===== src/rtl/eq_sched_pkg.sv =====
// eq_sched_pkg: shared FSM state type and default band count for the equalizer band scheduler.
package eq_sched_pkg;
  typedef enum logic [1:0] {IDLE, GRANT, RUN, DRAIN} sched_state_t;
  localparam int NUM_BANDS_DEF = 5;
endpackage


===== src/rtl/eq_band_scheduler_rr_arbiter.sv =====
// rr_arbiter: combinational round-robin pick of the first request at or after ptr.
module rr_arbiter #(
  parameter int N = 5,
  parameter int W = $clog2(N)
) (
  input  logic [N-1:0] req,
  input  logic [W-1:0] ptr,
  output logic [W-1:0] gnt_idx,
  output logic         gnt_vld
);
  logic [2*N-1:0] dbl;
  // Lower copy masked below ptr, upper copy unmasked, so the lowest set bit wraps naturally.
  always_comb begin
    dbl = {req, req} & ({2*N{1'b1}} << ptr);
    gnt_vld = |req;
    gnt_idx = '0;
    for (int i = 2*N-1; i >= 0; i--) if (dbl[i]) gnt_idx = W'(i >= N ? i - N : i);
  end
endmodule


===== src/rtl/eq_band_scheduler.sv =====
// eq_band_scheduler: round-robin sharing of one FIR MAC engine between equalizer band queues.
// Optional grant timeout with sticky err when EQ_SCHED_TIMEOUT_EN is defined.
module eq_band_scheduler
  import eq_sched_pkg::*;
#(
  parameter int NUM_BANDS   = NUM_BANDS_DEF,
  parameter int TIMEOUT_CYC = 2048
) (
  input  logic                         clk,
  input  logic                         rst_n,
  input  logic [NUM_BANDS-1:0]         band_req,
  input  logic [NUM_BANDS-1:0]         band_done,
  output logic [NUM_BANDS-1:0]         band_start,
  output logic [$clog2(NUM_BANDS)-1:0] band_sel,
  output logic                         busy,
  output logic                         frame_done,
  output logic                         overrun,
  output logic                         err
);
  localparam int W = $clog2(NUM_BANDS);
  sched_state_t state_q, state_d;
  logic [NUM_BANDS-1:0] pending_q, pending_d, clr;
  logic [W-1:0] ptr_q, ptr_d, sel_q, sel_d, gnt_idx;
  logic busy_q, busy_d, overrun_q, overrun_d, gnt_vld, fin, tmo;

  rr_arbiter #(.N(NUM_BANDS), .W(W)) u_arb (
    .req(pending_q), .ptr(ptr_q), .gnt_idx(gnt_idx), .gnt_vld(gnt_vld)
  );

`ifdef EQ_SCHED_TIMEOUT_EN
  localparam int CW = $clog2(TIMEOUT_CYC+1);
  logic [CW-1:0] cnt_q, cnt_d;
  logic err_q, err_d;
  assign tmo = state_q == RUN && !band_done[sel_q] && cnt_q == CW'(TIMEOUT_CYC-1);
  always_comb begin
    cnt_d = state_q == GRANT ? '0 : state_q == RUN ? cnt_q + 1'b1 : cnt_q;
    err_d = err_q | tmo;
  end
  always_ff @(posedge clk or negedge rst_n)
    if (!rst_n) begin
      cnt_q <= '0;
      err_q <= 1'b0;
    end else begin
      cnt_q <= cnt_d;
      err_q <= err_d;
    end
  assign err = err_q;
`else
  assign tmo = 1'b0;
  // Timeout disabled: err is constant 0 for any legal TIMEOUT_CYC.
  assign err = TIMEOUT_CYC < 0;
`endif

  always_comb begin
    fin       = state_q == RUN && (band_done[sel_q] || tmo);
    clr       = fin ? NUM_BANDS'(1) << sel_q : '0;
    pending_d = (pending_q & ~clr) | band_req;
    overrun_d = |(band_req & pending_q & ~clr);
    ptr_d     = fin ? (sel_q == W'(NUM_BANDS-1) ? '0 : sel_q + 1'b1) : ptr_q;
    state_d   = state_q == GRANT ? RUN :
                state_q == RUN   ? (fin ? DRAIN : RUN) :
                gnt_vld          ? GRANT : IDLE;
    sel_d     = state_d == GRANT ? gnt_idx : sel_q;
    busy_d    = state_d == GRANT || state_d == RUN;
  end

  always_ff @(posedge clk or negedge rst_n)
    if (!rst_n) begin
      state_q   <= IDLE;
      pending_q <= '0;
      ptr_q     <= '0;
      sel_q     <= '0;
      busy_q    <= 1'b0;
      overrun_q <= 1'b0;
    end else begin
      state_q   <= state_d;
      pending_q <= pending_d;
      ptr_q     <= ptr_d;
      sel_q     <= sel_d;
      busy_q    <= busy_d;
      overrun_q <= overrun_d;
    end

  assign band_start = state_q == GRANT ? NUM_BANDS'(1) << sel_q : '0;
  assign frame_done = state_q == DRAIN && !gnt_vld;
  assign band_sel   = sel_q;
  assign busy       = busy_q;
  assign overrun    = overrun_q;
endmodule


===== config.mk =====
export PLATFORM = sky130hd
export DESIGN_NAME = eq_band_scheduler
export DESIGN_NICKNAME = d
export VERILOG_FILES = /design/src/rtl/eq_sched_pkg.sv /design/src/rtl/eq_band_scheduler_rr_arbiter.sv /design/src/rtl/eq_band_scheduler.sv
export SDC_FILE = /design/constraint.sdc
export NUM_CORES = 1
export LEC_CHECK = 0
export ABC_CLOCK_PERIOD_IN_PS = 2450
export CORE_MARGIN = 2
export CORE_UTILIZATION = 49
export DETAILED_ROUTE_END_ITERATION = 16
export PLACE_DENSITY = 0.83
export SETUP_SLACK_MARGIN = 0.5
export SKIP_CTS_REPAIR_TIMING = 1
export SYNTH_ARGS = -nofsm -noshare
export SYNTH_HDL_FRONTEND = slang
export SYNTH_HIERARCHICAL = 1
export SYNTH_SLANG_ARGS = --single-unit
export TNS_END_PERCENT = 100

===== constraint.sdc =====
create_clock -name clk -period 2.45 [get_ports clk]
set_input_delay 0.3675 -clock clk [delete_from_list [all_inputs] [get_ports clk]]
set_output_delay 0.3675 -clock clk [all_outputs]
set_load 0.01 [all_outputs]

==> results by group <==
Outcome
  • Outcome: finished, final reports clean

GRT
  • Vias in the first global route: 973
  • Grt total ovfl: 0
  • Largest net degree at the start of global routing: 16
  • Number of antenna violations at the first check in global routing: 0
  • First-pass GRT wire length: 4520 um
  • Total Routing Usage GR: 0.236

Cells and area
  • Area Overhead vs Synth: 33.6%
  • # nets final: 170
  • Final Instance Area: 0.00144 mm2
  • Finished Layout Cells: 175
  • Ant. Diodes: 0
  • Fill count: 145
  • Share of cells above drive strength 1: 0.209

Critical path
  • Top Family by Delay on Critical Path: buffers and inverters
  • Crit path required time: 2.08 ns
  • Critical Path, Cell by Cell: inv_2 > ha_4 > and3_1 > clkdlybuf4s50_1
  • RR Startpoint: state_q[0]$_DFF_PN0_
  • Reg2Reg Setup Slack: 0.49 ns
  • Critical path depth in cells: 4
  • CP Class: reg2out
  • Critical path peak fanout: 8
  • Worst Path Arrival: 1.77 ns
  • CP max stage cell: clkdlybuf4s50_1
  • Crit path buf inv count: 2
  • Crit end category: output pin
  • Worst r2r dst: band_sel[2]$_DFFE_PN0N_
  • CP Launch Type: flop
  • FF-to-FF path depth: 8
  • Crit-path max cell delay: 0.54 ns

CTS
  • CTS root buffer: clkbuf_4
  • Clock transition at path regs: 0.11 ns
  • CTS Buf Count: 3
  • Clock sink count: 15
  • H-tree depth: 1
  • Clock tree buffer depth: 2
  • CTS tree: yes
  • Worst-Skew Late Latency: 0.30 ns

Yosys
  • EDFF count, synth: 0
  • Synth Area per Inst: 9.03 um2
  • Synth area leaders: dfrtp_1 (35%), ha_1 (10%), a21oi_1 (4.2%), mux2_4 (4.2%), nand2_1 (3.8%)
  • Async set or reset register ratio after synthesis: 1.00
  • Top FF cell, synth: dfrtp_1
  • Post-synthesis cell area: 0.00107 mm2
  • Most instantiated cells after synthesis: dfrtp_1 (15), nand2_1 (11), inv_1 (10), a21oi_1 (9), ha_1 (9)
  • Cell with the most instances after synthesis: dfrtp_1
  • Part of the Yosys area used for sequential elements: 0.349
  • Post-Syn Nets: 140
  • Synth area leader: dfrtp_1
  • #FFs+latches synth: 15
  • Yosys top cell area share: 0.349
  • Synth Warn #: 6
  • Mapped Cells: 119
  • Synth unique cells: 35

Placed design
  • GP Congestion: 0.862
  • Hpwl dp: 2050 um
  • PortBufs: 22
  • Cell Area, Placed: 0.00130 mm2
  • Dpl cells: 164

Floorplan
  • Die area: 0.00258 mm2
  • Core area: 0.00202 mm2
  • Die Y-Extent: 50.8 um
  • Chip width: 50.8 um
  • Rows: 16
  • # IOs: 24
  • Initial Utilization: 0.532

STA
  • Endpoints failing setup: 0
  • Final Critical Period: 2.14 ns
  • Peak Freq: 468 MHz
  • Worst-Margin Slew: 0.707 ns
  • Slew headroom: 0.527
  • Worst Skew: 0.00612 ns
  • Final period utilization: 0.872
  • Setup_tns: 0 ns
  • Unrepaired setup endpoints after global routing: yes
  • Hold Fails Final Rpt: 0
  • Slew Viols, Final: 0

Routing
  • Post-route ant nets: 0
  • DRC: 0
  • WL per Instance: 17.5 um
  • Vias per std cell: 5.93
  • Iteration-0 DRC Markers: 52
  • WL final: 3060 um
  • 1st-pass router iterations: 4
  • Vias post-DR: 1037

Power and ir drop
  • PD cells: 304 mW/mm2
  • Leakage: 0.680 nW
  • Peak supply drop: 0.000246 V

Job
  • Max cap viols: 0

Min path
  • Hold Path Class: in2async
-- cell usage in the layout, fill, tap and decap left out, types with 2 or more instances in the layout --
cell type        Yosys  final
nor2_1               6      4
clkbuf_4             0      3
dfrtp_2              0      3
ha_1                 9      5
nand3b_1             2      2
dfrtp_1             15     12
a21oi_1              9      9
o21ai_0              6      6
mux2i_1              3      3
a21boi_1             2      2
and3_1               4      4
o21ai_1              2      2
nand2b_1             4      4
mux2_4               3      3
clkdlybuf4s50_1      0     17
o21bai_1             2      2
a21boi_0             2      2
o211ai_1             3      3
buf_4                3      8
nand2_1             11     11
nand3_1              3      3
dlymetal6s2s_1       0      5
ha_2                 0      3
nor2_2               0      2
inv_2                0      3
nor2b_1              4      4
inv_1               10      7
-- power breakdown --
| part | switching [W] | internal [W] | total [W] |
|---|---|---|---|
| Sequential | 0.0000000506 | 0.000248 | 0.000248 |
| Combinational | 0.0000128 | 0.0000198 | 0.0000326 |
| Clock | 0.0000928 | 0.0000634 | 0.000156 |
-- per-layer routing --
metal	vias to the layer above	wire length [um]	GRT usage	part of all wire
li1	471	-	-	-
met1	491	1170	0.303	0.38
met2	63	1550	0.390	0.51
met3	12	253	0.0439	0.083
met4	0	86	0.0991	0.028
met5	-	0	0	0
-- kinds of logic after synthesis --
logic type                 Yosys count  share of synthesized area
and+or+nand+nor                     39                      0.199
AOI/OAI and AO/OA                   34                      0.203
buffers and inverters               15                     0.0710
DFF                                 15                      0.349
adders and majority gates            9                      0.105
muxes                                6                     0.0698
other                                1                    0.00349
-- area by class of cell --
cell class                      count  area [um2]  share of cell area
Inverter                           10        37.5              0.0261
Multi-Input combinational cell     89         667               0.464
Timing Repair Buffer               30         293               0.204
Clock buffer                        4        26.3              0.0183
Sequential cell                    15         379               0.264
Tap cell                           27        33.8              0.0235
-- how the worst max path moves through the flow --
stage | from | endpoint | slack (ns)
CTS | band_sel[0]$_DFFE_PN0N_ | band_start[4] | 0.07
floorplan | state_q[0]$_DFF_PN0_ | band_sel[2]$_DFFE_PN0N_ | 0.58
finish | band_sel[0]$_DFFE_PN0N_ | band_start[4] | 0.31
global placement | band_done[3] | band_sel[2]$_DFFE_PN0N_ | 0.37
detailed placement | band_done[3] | band_sel[2]$_DFFE_PN0N_ | 0.30
global route | band_sel[0]$_DFFE_PN0N_ | band_start[4] | 0.24
-- state kept, by name, indices dropped and copies added, names as in the netlist --
register   flops
overrun        1
band_sel       3
busy           1
state_q        2
pending_q      5
ptr_q          3
-- through the flow --
stage | hold slack [ns] | setup slack, ns | total power (W) | util
after global routing | 0.544 | 0.238 | 0.000447 | 0.710
after detailed placement | 0.583 | 0.303 | 0.000284 | 0.642
after floorplan | 0.0719 | 0.581 | 0.000261 | -
final | 0.484 | 0.314 | 0.000436 | 0.710
after CTS | 0.515 | 0.0676 | 0.000432 | 0.655
after global placement | 0.552 | 0.370 | 0.000283 | 0.642
Note: power is estimated with default switching activity, not from simulation.
